<file path="src/rtl/fetch_stage_pkg.sv">
// Shared fetch-stage definitions: nPCSel codes, reset/bubble encodings, fetch FSM states, IF/ID layout.
package fetch_stage_pkg;

  localparam logic [2:0] NPC_PC4 = 3'b000;
  localparam logic [2:0] NPC_BEQ = 3'b001;
  localparam logic [2:0] NPC_J   = 3'b010;
  localparam logic [2:0] NPC_JR  = 3'b011;
  localparam logic [2:0] NPC_BNE = 3'b100;

  localparam logic [31:0] NOP_INSTR_DEF = 32'h0000_0000;
  localparam logic [31:0] RESET_PC_DEF  = 32'h0000_3000;

  localparam logic [0:0] ST_RUN       = 1'b0;
  localparam logic [0:0] ST_WAIT_SLOT = 1'b1;

  typedef struct packed {
    logic [31:0] instr;
    logic [31:0] pc4;
    logic        valid;
  } if_id_t;

endpackage

</file>
<file path="src/rtl/fetch_stage_npc_calc.sv">
// Branch/jump resolution for the ID instruction: raw take condition and 32-bit target.
module npc_calc
  import fetch_stage_pkg::*;
(
  input  logic [2:0]  sel,
  input  logic [25:0] imm26,
  input  logic [31:0] pc4,
  input  logic [31:0] rs_val,
  input  logic [31:0] rt_val,
  output logic        take,
  output logic [31:0] target
);

  logic [31:0] br_tgt;
  logic [31:0] j_tgt;

  assign br_tgt = pc4 + {{14{imm26[15]}}, imm26[15:0], 2'b00};
  assign j_tgt  = {pc4[31:28], imm26, 2'b00};

  // Unused codes 101..111 fall through to sequential and are never taken.
  always_comb begin
    take   = 1'b0;
    target = pc4;
    case (sel)
      NPC_BEQ: begin take = (rs_val == rt_val); target = br_tgt; end
      NPC_BNE: begin take = (rs_val != rt_val); target = br_tgt; end
      NPC_J:   begin take = 1'b1;               target = j_tgt;  end
      NPC_JR:  begin take = 1'b1;               target = rs_val; end
      default: begin take = 1'b0;               target = pc4;    end
    endcase
  end

endmodule

</file>
<file path="src/rtl/fetch_stage.sv">
// PC + IF/ID register with ID-stage branch resolution. Delay slot by default;
// define FETCH_BRANCH_SQUASH_EN to squash the in-flight fetch on a taken transfer instead.
module fetch_stage
  import fetch_stage_pkg::*;
#(
  parameter logic [31:0] RESET_PC  = RESET_PC_DEF,
  parameter logic [31:0] NOP_INSTR = NOP_INSTR_DEF
) (
  input  logic        clk,
  input  logic        reset,
  input  logic        stall,
  input  logic [2:0]  id_npc_sel,
  input  logic [31:0] id_rs_val,
  input  logic [31:0] id_rt_val,
  output logic [31:0] imem_addr,
  input  logic [31:0] imem_rdata,
  input  logic        imem_ready,
  output logic [31:0] if_id_instr,
  output logic [31:0] if_id_pc4,
  output logic        if_id_valid,
  output logic        redirect
);

  logic [31:0] pc;
  logic [31:0] pc4_f;
  if_id_t      if_id;
  if_id_t      fetched;
  if_id_t      bubble;
  logic        br_take;
  logic [31:0] br_tgt;
  logic        taken;

  npc_calc u_npc (
    .sel    (id_npc_sel),
    .imm26  (if_id.instr[25:0]),
    .pc4    (if_id.pc4),
    .rs_val (id_rs_val),
    .rt_val (id_rt_val),
    .take   (br_take),
    .target (br_tgt)
  );

  assign pc4_f   = pc + 32'd4;
  assign fetched = {imem_rdata, pc4_f, 1'b1};
  assign bubble  = {NOP_INSTR, 32'h0, 1'b0};
  assign taken   = if_id.valid & ~stall & br_take;

  assign imem_addr   = pc;
  assign if_id_instr = if_id.instr;
  assign if_id_pc4   = if_id.pc4;
  assign if_id_valid = if_id.valid;
  assign redirect    = taken;

`ifdef FETCH_BRANCH_SQUASH_EN
  // A taken transfer kills whatever fetch is at pc, ready or not.
  always_ff @(posedge clk or posedge reset) begin
    if (reset) begin
      pc    <= RESET_PC;
      if_id <= {NOP_INSTR, 32'h0, 1'b0};
    end else if (!stall) begin
      if (taken) begin
        if_id <= bubble;
        pc    <= br_tgt;
      end else if (imem_ready) begin
        if_id <= fetched;
        pc    <= pc4_f;
      end else begin
        if_id <= bubble;
      end
    end
  end
`else
  logic [0:0]  state;
  logic [31:0] pend_tgt;

  // A taken transfer with the slot fetch still outstanding parks the target
  // until the slot instruction arrives.
  always_ff @(posedge clk or posedge reset) begin
    if (reset) begin
      pc       <= RESET_PC;
      if_id    <= {NOP_INSTR, 32'h0, 1'b0};
      state    <= ST_RUN;
      pend_tgt <= 32'h0;
    end else if (!stall) begin
      if (state == ST_RUN) begin
        if (imem_ready) begin
          if_id <= fetched;
          pc    <= taken ? br_tgt : pc4_f;
        end else begin
          if_id <= bubble;
          if (taken) begin
            pend_tgt <= br_tgt;
            state    <= ST_WAIT_SLOT;
          end
        end
      end else begin
        if (imem_ready) begin
          if_id <= fetched;
          pc    <= pend_tgt;
          state <= ST_RUN;
        end else begin
          if_id <= bubble;
        end
      end
    end
  end
`endif

endmodule
</file>
<file path="config.mk">
export PLATFORM = sky130hd
export DESIGN_NAME = fetch_stage
export DESIGN_NICKNAME = d
export VERILOG_FILES = /design/src/rtl/fetch_stage_pkg.sv /design/src/rtl/fetch_stage_npc_calc.sv /design/src/rtl/fetch_stage.sv
export SDC_FILE = /design/constraint.sdc
export NUM_CORES = 1
export LEC_CHECK = 0
export CORE_MARGIN = 1
export CORE_UTILIZATION = 55
export DETAILED_ROUTE_END_ITERATION = 10
export PLACE_DENSITY = 0.87
export SLEW_MARGIN = 20
export SYNTH_ARGS = -nofsm -noshare
export SYNTH_HDL_FRONTEND = slang
export SYNTH_SLANG_ARGS = --single-unit
export TNS_END_PERCENT = 1
</file>
<file path="constraint.sdc">
create_clock -name clk -period 10.3 [get_ports clk]
set_input_delay 2.06 -clock clk [delete_from_list [all_inputs] [get_ports clk]]
set_output_delay 2.06 -clock clk [all_outputs]
set_load 0.005 [all_outputs]
</file>
**Yosys cells after proc, flatten, opt, wreduce, memory -nomap -nowiden**

Index checks and enable logic that the tools add are counted.

- Multiplexer cells: 11
- $add $sub $neg: 2
- Divide/modulo/power cells: 0
- Order comparisons: 0
- Bitwise logic cells: 5
- Reduce and logical (&&, ||, !) cells: 4
- Shift-type cells: 0
- Equality and inequality tests: 6
- Multipliers: 0

Operator list:

| kind | number |
|---|---|
| 2-to-1 mux 32 bit | 4 |
| case mux 32 bit (3 select lines) | 1 |
| 2-to-1 mux 65 bit | 1 |
| adder 32 x 3 -> 32 bit (second input constant) | 1 |
| adder 32 bit | 1 |
| equality test 32 bit | 1 |
| != test 32 bit | 1 |
| equality test 3 x 2 -> 1 bit (second input constant) | 2 |
| 2-to-1 mux 1 bit | 4 |
| AND reduction 4 bit | 1 |
| OR reduction 2 bit | 2 |
| equality test 3 x 1 -> 1 bit (second input constant) | 1 |
| equality test 3 bit (second input constant) | 1 |
| inverter 1 bit | 3 |
| case mux 1 bit (3 select lines) | 1 |
| bitwise AND 1 bit | 2 |
| AND reduction 2 bit | 1 |

- Word-level logic and storage cells: 34
- Bits in latches: 0
- Input port bits: 103
- Memories: 0
- Register bits: 130
- Memory bits (read-only): 0
- Output and inout bits: 98
- Bits in writable memories: 0

**Logic depth before layout (Yosys ltp)**

Gate-level depths: netlist of the first run.

- Word-level depth: 7
- Gate-level depth with buffers: 12
- Mapped depth without buffers: 12

**Hierarchy**

Synthesis of the first run repeated with hierarchy kept, for this count alone.

- Cell total of the unflattened synthesis: 1064
- Area, all modules: 9401.5 µm²

Modules (own cells, without submodules):

| module | cells an instance | seq. area each (µm²) | area an instance (µm²) | instances |
|---|---|---|---|---|
| fetch_stage | 643 | 3255.6 | 6476.2 | 1 |
| npc_calc | 421 | 0.0 | 2925.3 | 1 |

**Least setup slack after synthesis of the first run**

No wires, ideal clock.

- Kind: in2out
- From: in id_rs_val[11]
- To: out redirect
- Data arrival time: 3.309 ns
- Setup slack: 4.931 ns
- Stages on the path: 7
- Data required time: 8.240 ns
- Path buffers: 1
- Cell sequence: xor2_1 nor4_1 nand4_1 nor4_2 nor3_2 buf_4 inv_2

- Cells in the longest elaborated chain, start to end: 3
- Elaborated cells on any way between the ends: 4
- Those cells by class: eq/ne (2); mux (1); bitwise (1)

RTL lines:

| item | RTL line | source |
|---|---|---|
| start: declaration | fetch_stage.sv:13 | `input logic [31:0] id_rs_val,` |
| != test 32 bit or equality test 32 bit (tied branches) | fetch_stage_npc_calc.sv:26, fetch_stage_npc_calc.sv:25 |  |
| case mux 1 bit (3 select lines) * | fetch_stage_npc_calc.sv:24 | `case (sel)` |
| bitwise AND 1 bit * | fetch_stage.sv:46 | `assign taken = if_id.valid & ~stall & br_take;` |
| end: declaration | fetch_stage.sv:21 | `output logic redirect` |

Every way passes the cells marked *; elsewhere a longest branch is shown, timed or not.

**Worst setup path in the final report of the first run**

- From: in id_rs_val[30]
- To: out redirect

The elaborated chain is that of the path after synthesis.

==> run_results.csv, run 1 <==
group,metric,value,unit
outcome,outcome,"finished, final reports clean",
cells_and_area,nets,1284,
pwr,total_power,2.24,mW
floorplanning,start_util,0.568,
grt,busiest_layer,"met2",
placement,dp_hpwl,22000,um
run,drv_cap,0,
floorplanning,die_width,128,um
pwr,power_frac_seq,0.353,
sta,setup-tns-final,0,ns
routing,drtAntennaViolNets,0,
sta,max_freq,140,MHz
sta,tightestPinTransition,1.06,ns
setup_path,cp-start-kind,"input port",
cells_and_area,seq_area,0.00326,sq mm
logic_synthesis,synth_flop_cell,"dfrtp_1",
cells_and_area,multi_input_area,0.00515,sq mm
routing,viasPerCell,6.42,
logic_synthesis,ys.warnings.count,0,
cells_and_area,layout-drive-gt1-share,0.0757,
cells_and_area,n_fill_cell,1103,
hold_path,min_from,"pend_tgt[26]",
sta,hold_ws,0.484,ns
logic_synthesis,synth_area_per_cell,8.83,sq um
grt,grt_max_degree,79,
clock_tree,path_clk_slew,0.06,ns
sta,setup_viol,0,
placement,placed_area,0.0108,sq mm
sta,clock_skew,0.00584,ns
grt,use_met3,0.0997,
sta,period_share,0.691,
setup_path,cpMaxStageDelayCell,"clkdlybuf4s50_1",
routing,drc,0,
hold_path,hp-class,"register to register",
logic_synthesis,yosys-top-cells-area,"dfrtp_1 (37%), nand2_1 (5.8%), xor2_1 (5.5%)",
clock_tree,postCtsSetupBuffers,0,
logic_synthesis,synth_edf_count,0,
setup_path,crit_buf_inv,4,
clock_tree,h-tree-depth,4,
grt,gr-total-overflow,0,
sta,post-route-min-period,7.12,ns
pwr,p_switching,763,uW
placement,gp_congestion,0.918,
routing,via_count,8822,
setup_path,cp.arrival,5.06,ns
sta,hold_violations,0,
floorplanning,fp.coreArea,0.0154,sq mm
setup_path,crit_start,"id_rs_val[30]",
grt,grtUsageTotal,0.392,
logic_synthesis,synth_cell_types,71,
clock_tree,clockBufferDepth,2,
clock_tree,numCtsBuffers,17,
sta,slew_headroom,0.292,
grt,grt_pass1_wl,48400,um
grt,grt_pass1_vias,8515,
logic_synthesis,syn_area,0.00873,sq mm
routing,first_pass_iters,8,
pwr,clock_power_share,0.326,
sta,maxSlewViolCount,0,
routing,dr.first_iter.drc_count,1106,
logic_synthesis,synth_area_leader_cell,"dfrtp_1",
floorplanning,rows,45,
pwr,p_leak,4.97,nW
clock_tree,cts_tree,"done",
pwr,power_frac_comb,0.321,
cells_and_area,insertedDiodeCount,0,
clock_tree,clkLatencyLatePin,0.43,ns
grt,grtUsageMet2,0.612,
setup_path,worst-setup-path-type,"input port to output pin",
clock_tree,cts_root_buffer,"clkbuf_16",
setup_path,crit_path_end_kind,"output pin",
logic_synthesis,syn_inst,988,
logic_synthesis,netlist.area_leader.share,0.367,
logic_synthesis,ys_seq_elements,130,
grt,grt_antenna_before_repair,0,
setup_path,cpMostUsedCell,"clkdlybuf4s50_1",
sta,rsz0062_at_grt,"no",
pwr,peakVddDrop,0.134,mV
setup_path,crit_fanout,38,
routing,wl_per_cell,22.8,um
cells_and_area,area_growth_syn_to_layout,31.9,%
setup_path,cp_slowest_stage_delay,0.49,ns
logic_synthesis,yosysSeqAreaShare,0.373,
logic_synthesis,synth_commonest_cells,"nand2_1 (134), dfrtp_1 (128), o21ai_0 (86)",
placement,io_buffer_count,200,
floorplanning,io_pins,201,
logic_synthesis,yosys.cell_count.top_type,"nand2_1",
clock_tree,postCtsResizedCells,0,
logic_synthesis,async_flop_share,1.00,
setup_path,cp.required,8.24,ns
logic_synthesis,syn-num-nets,1122,
setup_path,r2r_start,"if_id_instr[15]",
clock_tree,cts_sinks,130,
pwr,swShare,0.341,
grt,use_met1,0.526,
setup_path,path_cells,"clkdlybuf4s50_1 > xor2_1 > nor4_1 > nand4_1 > o2111a_1 > nor3_4 > buf_4 > inv_2 > clkdlybuf4s50_1",
floorplanning,die_h,128,um
cells_and_area,fin_area,0.0115,sq mm
floorplanning,dieArea,0.0164,sq mm
setup_path,path_delay_family,"buffers and inverters",
pwr,p_per_area,194,mW/mm^2
pwr,power.internal,1.48,mW
clock_tree,cts-hold-fix-buffers,0,
routing,finalWirelength,31400,um
-- flip-flops by register name (all words and copies together), names as in the netlist --
name         cells
if_id_pc4       32
imem_addr       32
if_id_valid      1
state            1
pend_tgt        32
if_id_instr     32
-- layer usage --
| layer | wire [um] | up-vias |
|---|---|---|
| met5 | 0 | - |
| met4 | 932 | 0 |
| met3 | 3460 | 77 |
| met2 | 14200 | 574 |
| met1 | 12800 | 4206 |
| li1 | - | 3965 |
-- power groups by stage --
stage	Sequential [mW]	Combinational [mW]	Clock [mW]
final	0.790	0.718	0.731
after detailed placement	0.785	0.698	0
after global placement	0.780	0.684	0
after CTS	0.781	0.709	0.731
after floorplan	0.738	0.397	0
after global routing	0.801	0.777	0.760
-- cells in the final DEF (no fill, tap or decap), types with 9 or more instances in the layout --
cell	count
a21o_1	19
a21oi_1	61
a22o_1	37
a31oi_1	18
and2_1	11
and3_1	20
buf_4	10
clkbuf_16	17
clkdlybuf4s50_1	198
dfrtp_1	127
ha_1	30
inv_1	14
mux2_2	20
mux2i_1	24
nand2_1	134
nand3_1	15
nand4_1	15
nor2_1	53
nor3_1	9
nor4_1	10
o21ai_0	86
o221ai_1	11
xnor2_1	26
xor2_1	55
-- kinds of logic after synthesis --
family | count (synthesis) | share of synthesized area
AO/OA/AOI/OAI | 317 | 0.245
AND/OR/NAND/NOR | 302 | 0.164
flip-flops | 130 | 0.373
buffers and inverters | 83 | 0.0387
XOR/XNOR | 81 | 0.0813
multiplexers | 44 | 0.0533
adder cells (fa/ha/maj) | 31 | 0.0453
-- stage by stage --
step / setup slack [ns] / std cells / utilization
final: 3.18 / 1374 / 0.749
after global routing: 3.09 / 1374 / 0.749
after CTS: 3.24 / 1374 / 0.749
after detailed placement: 3.28 / 1342 / 0.703
after global placement: 3.30 / 1342 / 0.703
after floorplan: 4.77 / 988 / -
-- worst paths after layout --
kind	slack [ns]	cells after the start	endpoint
worst max-delay path	3.18	9	redirect
worst min-delay path	0.48	2	pend_tgt[26]
worst max register to register	6.78	10	imem_addr[23]
worst min register to register	0.48	2	pend_tgt[26]
max in group asynchronous	6.77	3	state
min in group asynchronous	2.18	2	imem_addr[6]
-- final cells by class --
cell class / instances / area share
clock buffer: 17 / 0.0370
inverter: 16 / 0.00544
multi-input combinational: 775 / 0.448
timing repair buffer: 210 / 0.180
tap: 211 / 0.0229
clock inverter: 15 / 0.0241
sequential: 130 / 0.283
-- worst reg2reg max path, cell delays in order, from the launching register on --
cell and delay, ns:
dfrtp_1 0.88, ha_1 0.44, a21oi_1 0.16, nand2_1 0.06
a31oi_1 0.14, a31oi_1 0.18, a221o_1 0.44, xor2_1 0.17
a221oi_1 0.65, a21bo_2 0.24, a21oi_1 0.06
Note: power is estimated with default switching activity, not from simulation.
==> run 2, diff against run 1 <==
--- a/config.mk
+++ b/config.mk
@@ -6,9 +6,9 @@
 export NUM_CORES = 1
 export LEC_CHECK = 0
 export CORE_MARGIN = 1
-export CORE_UTILIZATION = 55
+export CORE_UTILIZATION = 51
 export DETAILED_ROUTE_END_ITERATION = 10
-export PLACE_DENSITY = 0.87
+export PLACE_DENSITY = 0.81
 export SLEW_MARGIN = 20
 export SYNTH_ARGS = -nofsm -noshare
 export SYNTH_HDL_FRONTEND = slang
==> constraint.sdc (replaced) <==
create_clock -name clk -period 7 [get_ports clk]
set_input_delay 1.4 -clock clk [delete_from_list [all_inputs] [get_ports clk]]
set_output_delay 1.4 -clock clk [all_outputs]
set_load 0.005 [all_outputs]
==> run 2 against run 1 <==
Clock-buffer cell count is the same. Design area shrank 0.68%. First-iteration DRC count grew 1.7%. Clock power grew 25%. Routed wire length shrank 1.1%. Critical endpoint unchanged. Largest power group unchanged.
==> run_results.csv, run 2 (same netlist as run 1, synthesis figures left out) <==
group,metric,value,unit
setup_path,crit_end,"redirect",
setup_path,r2r_start,"if_id_instr[15]",
clock_tree,numCtsBuffers,17,
clock_tree,clkLatencyLatePin,0.43,ns
setup_path,crit_start,"id_rs_val[30]",
routing,via_count,8873,
floorplanning,die_h,133,um
floorplanning,fp.coreArea,0.0166,sq mm
clock_tree,cts-hold-fix-buffers,0,
cells_and_area,area_growth_syn_to_layout,30.9,%
sta,hold_ws,0.482,ns
pwr,power_frac_comb,0.340,
cells_and_area,final_cell_mix,"clkdlybuf4s50_1 (198), nand2_1 (134), dfrtp_1 (128)",
cells_and_area,layout-drive-gt1-share,0.0764,
routing,wl_per_cell,22.4,um
grt,grt_pass1_wl,47800,um
pwr,power_frac_seq,0.367,
clock_tree,cts_tree,"done",
clock_tree,path_clk_slew,0.06,ns
clock_tree,postCtsSetupBuffers,0,
sta,rsz0062_at_grt,"no",
floorplanning,start_util,0.524,
routing,viasPerCell,6.41,
clock_tree,cts_root_buffer,"clkbuf_16",
sta,post-route-min-period,5.48,ns
clock_tree,clockBufferDepth,2,
cells_and_area,nets,1286,
setup_path,reg2regPathDepth,10,
placement,io_buffer_count,200,
floorplanning,dieArea,0.0176,sq mm
sta,maxSlewViolCount,0,
sta,tightestPinTransition,1.08,ns
clock_tree,cts_sinks,130,
grt,gr-total-overflow,0,
routing,first_pass_iters,6,
sta,setup-tns-final,0,ns
pwr,power.internal,2.00,mW
setup_path,r2r_slack,3.43,ns
cells_and_area,layout_commonest_cell,"clkdlybuf4s50_1",
sta,clock_skew,0.00521,ns
clock_tree,h-tree-depth,4,
sta,setup_viol,0,
setup_path,cp-start-kind,"input port",
floorplanning,io_pins,201,
sta,max_freq,182,MHz
setup_path,rr_endpoint,"imem_addr[23]",
pwr,p_switching,1.13,mW
grt,grt_max_degree,74,
pwr,peakVddDrop,0.195,mV
routing,finalWirelength,31000,um
placement,gp_congestion,0.980,
setup_path,crit_path_end_kind,"output pin",
placement,dp_hpwl,22200,um
cells_and_area,n_fill_cell,1312,
cells_and_area,insertedDiodeCount,0,
outcome,outcome,"finished, final reports clean",
hold_path,hp-class,"register to register",
placement,placed_area,0.0108,sq mm
pwr,swShare,0.361,
routing,drtAntennaViolNets,0,
floorplanning,rows,47,
sta,hold_violations,0,
routing,dr.first_iter.drc_count,1125,
sta,period_share,0.783,
cells_and_area,fin_area,0.0114,sq mm
clock_tree,postCtsResizedCells,0,
sta,slew_headroom,0.279,
grt,grtUsageTotal,0.355,
pwr,p_leak,4.93,nW
grt,grt_pass1_vias,8317,
routing,drc,0,
pwr,p_per_area,274,mW/mm^2
placement,place_ws,1.50,ns
setup_path,cp.required,5.60,ns
setup_path,cp.arrival,4.08,ns
grt,grt_antenna_before_repair,0,
run,drv_cap,0,
setup_path,worst-setup-path-type,"input port to output pin",
floorplanning,die_width,133,um
pwr,clock_power_share,0.293,
setup_path,crit_fanout,8,
sta,fin_ws,1.52,ns
==> run 2: how the worst min path moves through the flow <==
stage / start / endpoint / cells after the start
3_3_place_gp: pend_tgt[10] / pend_tgt[10] / 2
3_5_place_dp: pend_tgt[20] / pend_tgt[20] / 2
6_report: pend_tgt[20] / pend_tgt[20] / 2
5_1_grt: pend_tgt[6] / pend_tgt[6] / 2
4_1_cts: pend_tgt[25] / pend_tgt[25] / 2
2_1_floorplan: pend_tgt[10] / pend_tgt[10] / 2
==> run 2: per-stage QoR <==
stage / power, mW / std cells / utilization
floorplan: 1.67 / 988 / -
global placement: 2.16 / 1353 / 0.651
detailed placement: 2.18 / 1353 / 0.651
CTS: 3.10 / 1385 / 0.687
global route: 3.27 / 1385 / 0.687
finish: 3.13 / 1385 / 0.687
==> run 2: area by class of cell <==
type | count | area, sq um | area share
Multi-Input combinational cell | 775 | 5150 | 0.451
Clock inverter | 15 | 174 | 0.0152
Clock buffer | 17 | 425 | 0.0372
Timing Repair Buffer | 212 | 2080 | 0.182
Sequential cell | 130 | 3260 | 0.285
Inverter | 16 | 62.6 | 0.00547
Tap cell | 220 | 275 | 0.0241
==> run 2: layer usage <==
metal | wire (um) | GRT usage | vias up
met3 | 3200 | 0.0785 | 70
met1 | 13000 | 0.494 | 4302
li1 | - | - | 3970
met4 | 718 | 0.103 | 0
met5 | 0 | 0 | -
met2 | 14100 | 0.553 | 531
==> run 2: critical path, stage by stage <==
cell	delay, ns
clkdlybuf4s50_1	0.45
xor2_1	0.19
nor4_1	0.45
nand4_1	0.24
nor4_2	0.49
nor3_4	0.11
inv_2	0.20
clkdlybuf4s50_1	0.55
==> run 2: power by group through the flow <==
stage,clock network [mW],logic (mW),registers [mW]
after global placement,0,1.02,1.14
after floorplan,0,0.584,1.09
after global routing,0.951,1.15,1.17
after CTS,0.917,1.05,1.14
after detailed placement,0,1.04,1.15
final,0.917,1.06,1.15
==> run 3, diff against run 2 <==
--- a/config.mk
+++ b/config.mk
@@ -6,9 +6,9 @@
 export NUM_CORES = 1
 export LEC_CHECK = 0
 export CORE_MARGIN = 1
-export CORE_UTILIZATION = 51
+export CORE_UTILIZATION = 46
 export DETAILED_ROUTE_END_ITERATION = 10
-export PLACE_DENSITY = 0.81
+export PLACE_DENSITY = 0.77
 export SLEW_MARGIN = 20
 export SYNTH_ARGS = -nofsm -noshare
 export SYNTH_HDL_FRONTEND = slang
==> constraint.sdc (replaced) <==
create_clock -name clk -period 4.6 [get_ports clk]
set_input_delay 0.92 -clock clk [delete_from_list [all_inputs] [get_ports clk]]
set_output_delay 0.92 -clock clk [all_outputs]
set_load 0.005 [all_outputs]
==> run 3 against run 2 <==
Clock-buffer cell count up 8. Clock power grew 50%. Routed wire length shrank 0.47%. Global-route usage is 3.8 points lower. Register-to-register slack got worse by 2.3 ns. Worst hold slack worse by 0.011 ns. Non-clock buffer count increased by 13. Sequential power grew 51%. Sequential cell count unchanged. Total power is 52% higher. Worst setup slack got worse by 1.2 ns. Critical path type unchanged.
==> run_results.csv, run 3 (same netlist as run 1, synthesis figures left out) <==
group,metric,value,unit
clock_tree,cts_sinks,130,
placement,gp_congestion,0.975,
cells_and_area,n_fill_cell,1589,
sta,rsz0062_at_grt,"no",
sta,post-route-min-period,4.26,ns
placement,dp_hpwl,22400,um
sta,setup_viol,0,
floorplanning,io_pins,201,
clock_tree,cts-hold-fix-buffers,0,
clock_tree,postCtsSetupBuffers,0,
grt,grt_pass1_vias,8117,
cells_and_area,final_cell_mix,"clkdlybuf4s50_1 (198), nand2_1 (134), dfrtp_1 (128)",
pwr,p_leak,5.00,nW
setup_path,reg2regPathDepth,10,
routing,drc,0,
routing,viasPerCell,6.18,
setup_path,worst-setup-path-type,"input port to output pin",
clock_tree,clockBufferDepth,2,
clock_tree,numCtsBuffers,17,
cells_and_area,multi_input_area,0.00515,sq mm
routing,dr.first_iter.drc_count,940,
hold_path,min_from,"pend_tgt[20]",
cells_and_area,seq_area,0.00326,sq mm
setup_path,r2r_slack,1.15,ns
sta,tightestPinTransition,0.930,ns
floorplanning,rows,50,
grt,grt_pass1_wl,47500,um
pwr,peakVddDrop,0.246,mV
cells_and_area,area_growth_syn_to_layout,32.4,%
clock_tree,clkLatencyLatePin,0.43,ns
setup_path,cp.arrival,3.34,ns
placement,io_buffer_count,200,
sta,slew_headroom,0.379,
hold_path,hp-class,"register to register",
floorplanning,die_width,140,um
routing,drtAntennaViolNets,0,
clock_tree,h-tree-depth,4,
routing,via_count,8729,
routing,finalWirelength,30900,um
grt,grt_antenna_before_repair,1,
floorplanning,die_h,140,um
sta,period_share,0.926,
setup_path,r2r_start,"if_id_instr[15]",
sta,setup-tns-final,0,ns
outcome,outcome,"finished, final reports clean",
setup_path,cp-start-kind,"input port",
sta,max_freq,235,MHz
pwr,p_per_area,411,mW/mm^2
floorplanning,fp.coreArea,0.0186,sq mm
routing,first_pass_iters,6,
clock_tree,path_clk_slew,0.06,ns
run,drv_cap,0,
hold_path,hold_depth,2,
setup_path,crit_path_end_kind,"output pin",
routing,wl_per_cell,21.8,um
setup_path,rr_endpoint,"imem_addr[23]",
sta,maxSlewViolCount,0,
setup_path,cp.required,3.68,ns
pwr,total_power,4.75,mW
cells_and_area,nets,1299,
clock_tree,cts_root_buffer,"clkbuf_16",
grt,gr-total-overflow,0,
setup_path,crit_fanout,2,
clock_tree,cts_tree,"done",
sta,hold_violations,0,
cells_and_area,layout_commonest_cell,"clkdlybuf4s50_1",
grt,grtUsageTotal,0.317,
cells_and_area,layout-drive-gt1-share,0.0815,
grt,grt_max_degree,72,
floorplanning,dieArea,0.0195,sq mm
placement,dp_cells,1380,
hold_path,hold_path_end,"pend_tgt[20]",
clock_tree,postCtsResizedCells,0,
cells_and_area,final_cells,1413,
floorplanning,start_util,0.468,
sta,clock_skew,0.0120,ns
[run 3: changes by cell type in the layout (fill, tap and decap cells not counted), moves of 2 or more]
cell,previous run,this run
inv_8,2,0
buf_4,12,23
clkbuf_1,0,4
clkbuf_8,0,4
clkinvlp_4,4,2
buf_12,0,2
inv_6,5,1
[run 3: how the worst max path moves through the flow]
stage                     slack [ns]     startpoint  depth (start not counted)              to
after floorplan                 0.21          reset                          1  if_id_instr[0]
after global placement          0.35  id_rs_val[30]                          9        redirect
after detailed placement        0.35  id_rs_val[30]                          9        redirect
after CTS                       0.32  id_rs_val[30]                          9        redirect
after global routing            0.24  id_rs_val[30]                          9        redirect
final                           0.34  id_rs_val[30]                          9        redirect
[run 3: critical path, stage by stage]
cell	delay, ns
clkdlybuf4s50_1	0.46
xor2_1	0.18
nor4_1	0.27
buf_4	0.16
nand4_1	0.15
nor4_2	0.47
nor3_4	0.12
inv_2	0.11
clkdlybuf4s50_1	0.51
[run 3: layer usage]
layer | up-vias | track usage | share of wire
li1 | 3997 | - | -
met5 | - | 0 | 0
met1 | 4165 | 0.448 | 0.43
met2 | 517 | 0.494 | 0.45
met3 | 50 | 0.0637 | 0.098
met4 | 0 | 0.0827 | 0.018
[run 3: through the flow]
| step | hold WS, ns | instance area (sq um) | util | worst slack [ns] |
|---|---|---|---|---|
| finish | 0.470 | 11600 | 0.620 | 0.342 |
| global route | 0.509 | 11600 | 0.620 | 0.238 |
| CTS | 0.477 | 11600 | 0.620 | 0.323 |
| detailed placement | 0.464 | 11000 | 0.588 | 0.346 |
| global placement | 0.455 | 11000 | 0.588 | 0.347 |
| floorplan | 0.441 | 8730 | - | 0.214 |
[run 3: cell type report]
| class | count | share of cell area |
|---|---|---|
| Timing Repair Buffer | 225 | 0.191 |
| Clock inverter | 7 | 0.00844 |
| Sequential cell | 130 | 0.282 |
| Multi-Input combinational cell | 775 | 0.445 |
| Inverter | 16 | 0.00541 |
| Tap cell | 234 | 0.0253 |
| Clock buffer | 25 | 0.0429 |
| Antenna cell | 1 | 0.000216 |
[run 3: power by group]
group,switching (mW),internal (mW),total [mW]
sequential,0.338,1.41,1.74
clock,0.523,0.858,1.38
combinational,0.794,0.834,1.63
total,1.65,3.10,4.75
